===== config.mk =====
export PLATFORM = sky130hd
export DESIGN_NAME = stopwatch_60s_flat
export DESIGN_NICKNAME = d
export VERILOG_FILES = /design/src/rtl/stopwatch_60s_pkg.sv /design/src/rtl/stopwatch_60s_if.sv /design/src/rtl/stopwatch_60s_bcd_sec_counter.sv /design/src/rtl/stopwatch_60s.sv /design/src/flat_wrapper.sv
export SDC_FILE = /design/constraint.sdc
export NUM_CORES = 1
export LEC_CHECK = 0
export CORE_ASPECT_RATIO = 1.2
export CORE_MARGIN = 2
export CORE_UTILIZATION = 55
export CTS_CLUSTER_SIZE = 30
export DETAILED_ROUTE_END_ITERATION = 6
export GPL_TIMING_DRIVEN = 0
export PLACE_DENSITY_LB_ADDON = 0.05
export SLEW_MARGIN = 20
export SYNTH_ARGS = -nofsm -noshare
export SYNTH_HDL_FRONTEND = slang
export SYNTH_SLANG_ARGS = --single-unit

===== constraint.sdc =====
create_clock -name clk_in -period 4 [get_ports clk_in]
set_clock_uncertainty 0.1 [all_clocks]
set_input_delay 0.8 -clock clk_in [delete_from_list [all_inputs] [get_ports clk_in]]
set_output_delay 0.8 -clock clk_in [all_outputs]
set_load 0.05 [all_outputs]

===== src/rtl/stopwatch_60s_pkg.sv =====
// -----------------------------------------------------------------------------
// stopwatch_60s_pkg
//   Shared definitions for the 0-59 s count-up stopwatch.
//   - NUM_1S_DEFAULT : clock cycles per second on the 12 MHz board clock
//   - LED_ON/LED_OFF : active-low LED bank patterns (all on / all off)
//   - sw_state_t     : stopwatch state encoding
//   - UNITS_MAX/TENS_MAX : BCD digit limits (59 s is the top count)
//   - bcd_t / led_t  : bus types shared by the interface and the RTL
// -----------------------------------------------------------------------------
package stopwatch_60s_pkg;

  localparam logic [23:0] NUM_1S_DEFAULT = 24'd12_000_000;

  localparam logic [13:0] LED_ON  = 14'b0;
  localparam logic [13:0] LED_OFF = 14'b11_1111_1111_1111;

  localparam logic [3:0] UNITS_MAX = 4'd9;
  localparam logic [3:0] TENS_MAX  = 4'd5;

  typedef logic [7:0]  bcd_t;
  typedef logic [13:0] led_t;

  typedef enum logic [1:0] {
    IDLE = 2'd0,
    RUN  = 2'd1,
    STOP = 2'd2,
    FULL = 2'd3
  } sw_state_t;

  // True when the packed BCD value is the top count (tens=5, units=9).
  function automatic logic bcd_is_max(input bcd_t value);
    return (value[7:4] == TENS_MAX) && (value[3:0] == UNITS_MAX);
  endfunction

endpackage


===== src/rtl/stopwatch_60s_if.sv =====
// -----------------------------------------------------------------------------
// stopwatch_60s_if
//   Key-pulse inputs and display/status outputs of the stopwatch.
//   - start_stop : one-cycle debounced pulse, toggles run/stop
//   - clear      : one-cycle debounced pulse, back to 00 and idle
//   - seg_data   : BCD elapsed seconds, [7:4] tens, [3:0] units
//   - running    : high while counting
//   - full       : high once 59 s has been reached
//   - led        : active-low LED bank, all on when full
//   master drives the keys and observes the display (board/bench side);
//   slave is the stopwatch itself.
// -----------------------------------------------------------------------------
interface stopwatch_60s_if;
  import stopwatch_60s_pkg::*;

  logic start_stop;
  logic clear;
  bcd_t seg_data;
  logic running;
  logic full;
  led_t led;

  modport master (
    output start_stop,
    output clear,
    input  seg_data,
    input  running,
    input  full,
    input  led
  );

  modport slave (
    input  start_stop,
    input  clear,
    output seg_data,
    output running,
    output full,
    output led
  );

endinterface


===== src/rtl/stopwatch_60s_bcd_sec_counter.sv =====
// -----------------------------------------------------------------------------
// bcd_sec_counter
//   Two-digit BCD seconds counter, 00..59, saturating at 59.
//   - clk_in   : clock
//   - rst_n_in : asynchronous active-low reset
//   - inc      : advance by one second (ignored at 59)
//   - clr      : return to 00; wins over inc
//   - seg_data : packed BCD value, [7:4] tens, [3:0] units
//   - at_max   : high while the value is 59
// -----------------------------------------------------------------------------
module bcd_sec_counter
  import stopwatch_60s_pkg::*;
(
  input  logic clk_in,
  input  logic rst_n_in,
  input  logic inc,
  input  logic clr,
  output bcd_t seg_data,
  output logic at_max
);

  logic [3:0] tens_q;
  logic [3:0] units_q;

  // Units roll into tens at 9; at 59 the value simply holds, so the
  // digits can never leave 0..9 / 0..5.
  always_ff @(posedge clk_in or negedge rst_n_in) begin
    if (!rst_n_in) begin
      tens_q  <= 4'd0;
      units_q <= 4'd0;
    end else if (clr) begin
      tens_q  <= 4'd0;
      units_q <= 4'd0;
    end else if (inc && !at_max) begin
      if (units_q < UNITS_MAX) begin
        units_q <= units_q + 4'd1;
      end else begin
        units_q <= 4'd0;
        tens_q  <= tens_q + 4'd1;
      end
    end
  end

  assign seg_data = {tens_q, units_q};
  assign at_max   = bcd_is_max({tens_q, units_q});

endmodule


===== src/rtl/stopwatch_60s.sv =====
// -----------------------------------------------------------------------------
// stopwatch_60s
//   0-59 s count-up stopwatch driven by debounced single-cycle key pulses.
//   - NUM_1S   : clk_in cycles per second
//   - clk_in   : the single clock of the block
//   - rst_n_in : asynchronous active-low reset
//   - sw       : key pulses in, BCD display / running / full / LED bank out
//   All outputs are registered: a key press or tick becomes visible the
//   cycle after the edge that sampled it.
// -----------------------------------------------------------------------------
module stopwatch_60s
  import stopwatch_60s_pkg::*;
#(
  parameter logic [23:0] NUM_1S = NUM_1S_DEFAULT
) (
  input  logic            clk_in,
  input  logic            rst_n_in,
  stopwatch_60s_if.slave  sw
);

  localparam logic [23:0] LAST_COUNT = NUM_1S - 24'd1;

  sw_state_t   state_q;
  sw_state_t   state_d;
  logic [23:0] prescaler_q;
  logic [23:0] prescaler_d;
  logic        tick;
  logic        at_max;
  bcd_t        seg_q;
  logic        running_q;
  logic        full_q;
  led_t        led_q;

  // One-second strobe; only meaningful while counting.
  assign tick = (state_q == RUN) && (prescaler_q == LAST_COUNT);

  // State register.
  always_ff @(posedge clk_in or negedge rst_n_in) begin
    if (!rst_n_in) begin
      state_q <= IDLE;
    end else begin
      state_q <= state_d;
    end
  end

  // Next-state logic. clear beats every other event. In RUN, reaching
  // the top count takes priority over a stop press on the same tick, so
  // a finished run always lands in FULL.
  always_comb begin
    state_d = state_q;
    if (sw.clear) begin
      state_d = IDLE;
    end else begin
      unique case (state_q)
        IDLE: if (sw.start_stop) state_d = RUN;
        RUN: begin
          if (tick && at_max) begin
            state_d = FULL;
          end else if (sw.start_stop) begin
            state_d = STOP;
          end
        end
        STOP: if (sw.start_stop) state_d = RUN;
        FULL: state_d = FULL;
        default: state_d = IDLE;
      endcase
    end
  end

  // Prescaler: advances only in RUN and holds in STOP so a resume picks
  // up the partial second. A fresh start from IDLE begins a full second.
  always_comb begin
    prescaler_d = prescaler_q;
    if (sw.clear) begin
      prescaler_d = 24'd0;
    end else if ((state_q == IDLE) && sw.start_stop) begin
      prescaler_d = 24'd0;
    end else if (state_q == RUN) begin
      prescaler_d = tick ? 24'd0 : prescaler_q + 24'd1;
    end
  end

  always_ff @(posedge clk_in or negedge rst_n_in) begin
    if (!rst_n_in) begin
      prescaler_q <= 24'd0;
    end else begin
      prescaler_q <= prescaler_d;
    end
  end

  // Seconds digits; a tick on the same cycle as clear is discarded.
  bcd_sec_counter u_counter (
    .clk_in   (clk_in),
    .rst_n_in (rst_n_in),
    .inc      (tick && !sw.clear),
    .clr      (sw.clear),
    .seg_data (seg_q),
    .at_max   (at_max)
  );

  // Status outputs are decoded from the next state so they line up with
  // the state register and the BCD digits on the same cycle.
  always_ff @(posedge clk_in or negedge rst_n_in) begin
    if (!rst_n_in) begin
      running_q <= 1'b0;
      full_q    <= 1'b0;
      led_q     <= LED_OFF;
    end else begin
      running_q <= (state_d == RUN);
      full_q    <= (state_d == FULL);
      led_q     <= (state_d == FULL) ? LED_ON : LED_OFF;
    end
  end

  assign sw.seg_data = seg_q;
  assign sw.running  = running_q;
  assign sw.full     = full_q;
  assign sw.led      = led_q;

endmodule


===== src/flat_wrapper.sv =====
// flat-port wrapper written by rule: the top's interface ports become plain ports
module stopwatch_60s_flat import stopwatch_60s_pkg::*;
#(
  parameter logic [23:0] NUM_1S = NUM_1S_DEFAULT
)
  (clk_in, rst_n_in, sw_start_stop, sw_clear, sw_seg_data, sw_running, sw_full, sw_led);
  stopwatch_60s_if sw_i ();
  input  logic clk_in;
  input  logic rst_n_in;
  input wire logic [$bits(sw_i.start_stop)-1:0] sw_start_stop;
  input wire logic [$bits(sw_i.clear)-1:0] sw_clear;
  output wire logic [$bits(sw_i.seg_data)-1:0] sw_seg_data;
  output wire logic [$bits(sw_i.running)-1:0] sw_running;
  output wire logic [$bits(sw_i.full)-1:0] sw_full;
  output wire logic [$bits(sw_i.led)-1:0] sw_led;
  assign sw_i.start_stop = sw_start_stop;
  assign sw_i.clear = sw_clear;
  assign sw_seg_data = sw_i.seg_data;
  assign sw_running = sw_i.running;
  assign sw_full = sw_i.full;
  assign sw_led = sw_i.led;
  stopwatch_60s #(.NUM_1S(NUM_1S)) u_core (.clk_in(clk_in), .rst_n_in(rst_n_in), .sw(sw_i));
endmodule

---- Word level (Yosys, flattened, before mapping) ----
Index checks and enable logic that the tools add are counted.
cells by class
  reduce and logical (&&, ||, !) cells .... 13
  magnitude comparators ................... 1
  equality and inequality tests ........... 9
  mux-type cells .......................... 16
  add/sub/neg operators ................... 3
operators with widths
  operator                                             number
  2-to-1 mux 24 bit                                    4
  adder 24 x 1 -> 24 bit, second input constant        1
  equality test 24 bit, second input constant          1
  2-to-1 mux 4 bit                                     6
  2-to-1 mux 14 bit                                    1
  adder 4 x 1 -> 4 bit, second input constant          2
  2-to-1 mux 2 bit                                     4
  equality test 2 bit, second input constant           3
  logical AND 1 bit                                    6
  one-hot mux 2 bit (3 select lines)                   1
  equality test 2 x 1 -> 1 bit, second input constant  2
  equality test 4 x 3 -> 1 bit, second input constant  1
  equality test 4 bit, second input constant           1
  less-than comparator 4 bit, second input constant    1
  nonzero test 3 bit                                   1
  logical NOT 1 bit                                    2
  logical NOT 2 bit                                    1
  inequality test 2 bit, second input constant         1
  AND reduction 2 bit                                  1
  nonzero test 2 bit                                   1
  OR reduction 2 bit                                   1
storage, ports and cells
  bits in registers ....................... 50
  word-level logic and storage cells ...... 49
  bits of input ports ..................... 4

---- Longest topological paths before layout ----
  depth in word-level cells ............... 8
  depth in mapped cells ................... 8
  depth with buffers taken out ............ 7

---- Modules after synthesis ----
A second synthesis with hierarchy kept.
unflattened totals
  cell total of the unflattened synthesis .. 245
  area total of the unflattened synthesis .. 2376.0 sq um
by module, submodules not included
  module           area each (sq um)  cells an instance  instances
  stopwatch_60s    1853.0             193                1
  bcd_sec_counter  523.0              52                 1

---- Worst setup path after synthesis ----
OpenSTA, ideal clock, no wires.
  path kind ............................... register to register
  start point ............................. register u_core.u_counter.units_q[1]
  end point ............................... register u_core.u_counter.tens_q[1]
  setup time .............................. 0.125 ns
  arrival time ............................ 1.952 ns
  slack ................................... 1.823 ns
  buffers on the path ..................... 1
  stages on the path, launching flop included .. 9
  cell sequence ........................... dfrtp_1 inv_1 ha_1 and4b_1 nand3_1 nand3_2 buf_6 nor2_1 mux2_2
on the way
  word-level cells in the longest chain between the ends .. 6
  elaborated cells between the ends (all ways) .. 8
ends and longest elaborated chain
  item                                                                                line                                 RTL
  from (decl)                                                                         stopwatch_60s_bcd_sec_counter.sv:23  logic [3:0] units_q;
  from (signal assigned)                                                              stopwatch_60s_bcd_sec_counter.sv:36  units_q <= units_q + 4'd1;
  parallel branches: the longest is 5 deep, another holds less-than comparator 4 bit  --
  AND reduction 2 bit (no line) (*)                                                   --
  to (signal assigned)                                                                stopwatch_60s_bcd_sec_counter.sv:39  tens_q <= tens_q + 4'd1;
  to (decl)                                                                           stopwatch_60s_bcd_sec_counter.sv:22  logic [3:0] tens_q;
Every way passes the cells marked *.
A chain may end at the register's enable or synchronous reset.

==> flow_summary.ini <==
[status]
status = finished, final reports clean

[critical_path]
start_kind = flip-flop
path_max_fanout = 14
cp.arrival_ns = 1.90
rr_worst_depth = 7
end_kind = primary output
slowest_delay_ns = 0.80
worstPathRequired_ns = 3.10
criticalPathCategory = flip-flop to primary output
crit_slowest_cell = clkdlybuf4s50_1
path_cells = buf_4 -> clkdlybuf4s50_1

[synth]
synthTopCellsByArea = dfrtp_1 (42%), buf_4 (4.6%), nor2_1 (4.6%)
synth_top_cell_area_share = 0.420
postSynthAreaPerCell_um2 = 9.28
synth-async-reset-ratio = 1.00
synthFlopType = dfrtp_1
syn_inst = 231
synth_cell_type_count = 50
yosysWarnings = 0
post-synth-top-area-cell = dfrtp_1
syn-num-nets = 241
ys_ff_latch = 37
synth_common_cells = dfrtp_1 (36), nor2_1 (26), nand2_1 (18), nand3_1 (15), buf_4 (13)
synth.most_common_cell = dfrtp_1
synth_area_mm2 = 0.00214
yosysSeqAreaShare = 0.432
synth_edf_count = 0

[pwr]
power_w = 0.000835
p_per_area_mw_per_mm2 = 317
ir_drop_mv = 0.314
power.leakage_nw = 1.09

[cts]
cts_tree = yes
cts.path.max_buffers = 2
clock_sinks = 37
post_cts_buffers = 0
ctsResizeCount = 0
cts_hold_buf = 0
worstSkewPairLatency_ns = 0.30
cts-htree-levels = 2
path_clk_slew_ns = 0.07
cts_root_buf = clkbuf_8
numCtsBuffers = 5

[run]
drv_cap = 0

[grt]
grt_max_degree = 24
grt_use_total = 0.223
grt_pass1_vias = 1701
grt_overflow_total = 0
grt_pass1_wl_mm = 7.38
grt_antenna_before_repair = 0

[timing]
period_share = 0.700
slew_headroom = 0.543
setup_violations = 0
fmax_ghz = 0.357
final_hold_viol_count = 0
worst_pin_slew_ns = 0.685
rsz0062_at_grt = false
whs_ns = 0.312
tns_ns = 0
layout_setup_ws_ns = 1.20
slew_viol_final = 0
period_needed_ns = 2.80

[floorplan]
die_y_um = 72.4
pin_count = 28
die_area_mm2 = 0.00442
initial_utilization = 0.581
dieWidth_um = 61
core_mm2 = 0.00369
rows = 24

[routing]
wl_per_cell_um = 13.7
drt-initial-drc-count = 64
via_per_inst = 5.61
drt_first_pass_iters = 4
drc = 0
wirelength_mm = 4.37
vias = 1789
postRouteAntennaNets = 0

[placement]
dp_slack_ns = 1.05
dpl.hpwl_mm = 3.10
place_congestion = 0.802
port_buffers = 27
dpl_cell_area_mm2 = 0.00250

[cells_and_area]
register_area_um2 = 927
area_growth_pct = 22.9
insertedDiodeCount = 0
drive_gt1_frac = 0.142
final_area_mm2 = 0.00264
final_nets = 276
fillCellCount = 293
multiInputGateArea_mm2 = 0.00104

[min_path]
min_path_type = primary input to asynchronous set/reset pin
critical path, delay by kind of cell, from the launching register on:
kind / cells / cell delay, ns
DFF: 1 / 0.66
buffers and inverters: 2 / 0.94
cell families (layout without fill, tap and decap cells):
kind of cell	count (synthesis)	after routing	share of synthesized area
simple gates	102	102	0.265
compound gates	39	39	0.117
flops	37	37	0.432
buf+inv	31	67	0.0840
xor+xnor	15	15	0.0613
fa+ha+maj	6	6	0.0350
mux	1	1	0.00525
where the power goes:
part           switching (W)  internal, W
registers         0.00000298     0.000378
clock network       0.000137     0.000248
logic              0.0000460    0.0000230
total               0.000186     0.000648
routing by layer:
metal,global-route usage,share of wire,up-vias
li1,-,-,879
met1,0.269,0.44,839
met2,0.360,0.48,57
met3,0.0606,0.054,14
met4,0.114,0.025,0
met5,0,0,-
cell type report:
cell class              count  share of cell area
repair buffers             28               0.111
clock buffers               5              0.0261
inverters                  10              0.0142
multi-input cells         163               0.393
well taps                  52              0.0247
clock inverters             3              0.0247
plain buffers              21              0.0541
flip-flops and latches     37               0.352
placed cells by master, fill, tap and decap left out, types with 2 or more instances in the layout:
| cell type | instances |
|---|---|
| and4_1 | 3 |
| and2_1 | 2 |
| clkbuf_1 | 4 |
| and3_1 | 4 |
| buf_2 | 3 |
| xor2_1 | 9 |
| nor2_1 | 26 |
| a41oi_1 | 2 |
| or2_2 | 3 |
| o21ai_0 | 9 |
| or3_1 | 2 |
| dfrtp_1 | 36 |
| nand4_1 | 10 |
| xnor2_1 | 6 |
| nor3_1 | 4 |
| o21bai_1 | 2 |
| a21oi_1 | 11 |
| clkbuf_8 | 5 |
| ha_1 | 6 |
| inv_1 | 9 |
| a31oi_1 | 7 |
| clkdlybuf4s50_1 | 26 |
| bufinv_16 | 2 |
| buf_4 | 13 |
| nand2_1 | 18 |
| nand3_1 | 15 |
| o311ai_0 | 2 |
state kept, by name (all words and copies together), names as in the netlist:
register / flops
u_core.u_counter.units_q: 4
u_core.sw.led: 1
u_core.u_counter.tens_q: 4
u_core.sw.full: 1
u_core.sw.running: 1
u_core.state_q: 2
u_core.prescaler_q: 24
worst paths after layout:
path,startpoint,slack (ns),to
worst max-delay path,u_core.sw.led[12],1.20,sw_led[11]
worst min-delay path,rst_n_in,0.31,u_core.u_counter.tens_q[1]
worst max register to register,u_core.prescaler_q[0],1.68,u_core.u_counter.tens_q[1]
worst min register to register,u_core.prescaler_q[22],0.42,u_core.prescaler_q[22]
max in group asynchronous,rst_n_in,3.05,u_core.prescaler_q[0]
min in group clk_in,u_core.prescaler_q[22],0.42,u_core.prescaler_q[22]
through the flow:
stage,utilization,cells
after CTS,0.714,319
after detailed placement,0.678,311
after global placement,0.671,310
after global routing,0.714,319
after floorplan,-,231
final,0.714,319
Power figures use the tool's default switching activity.
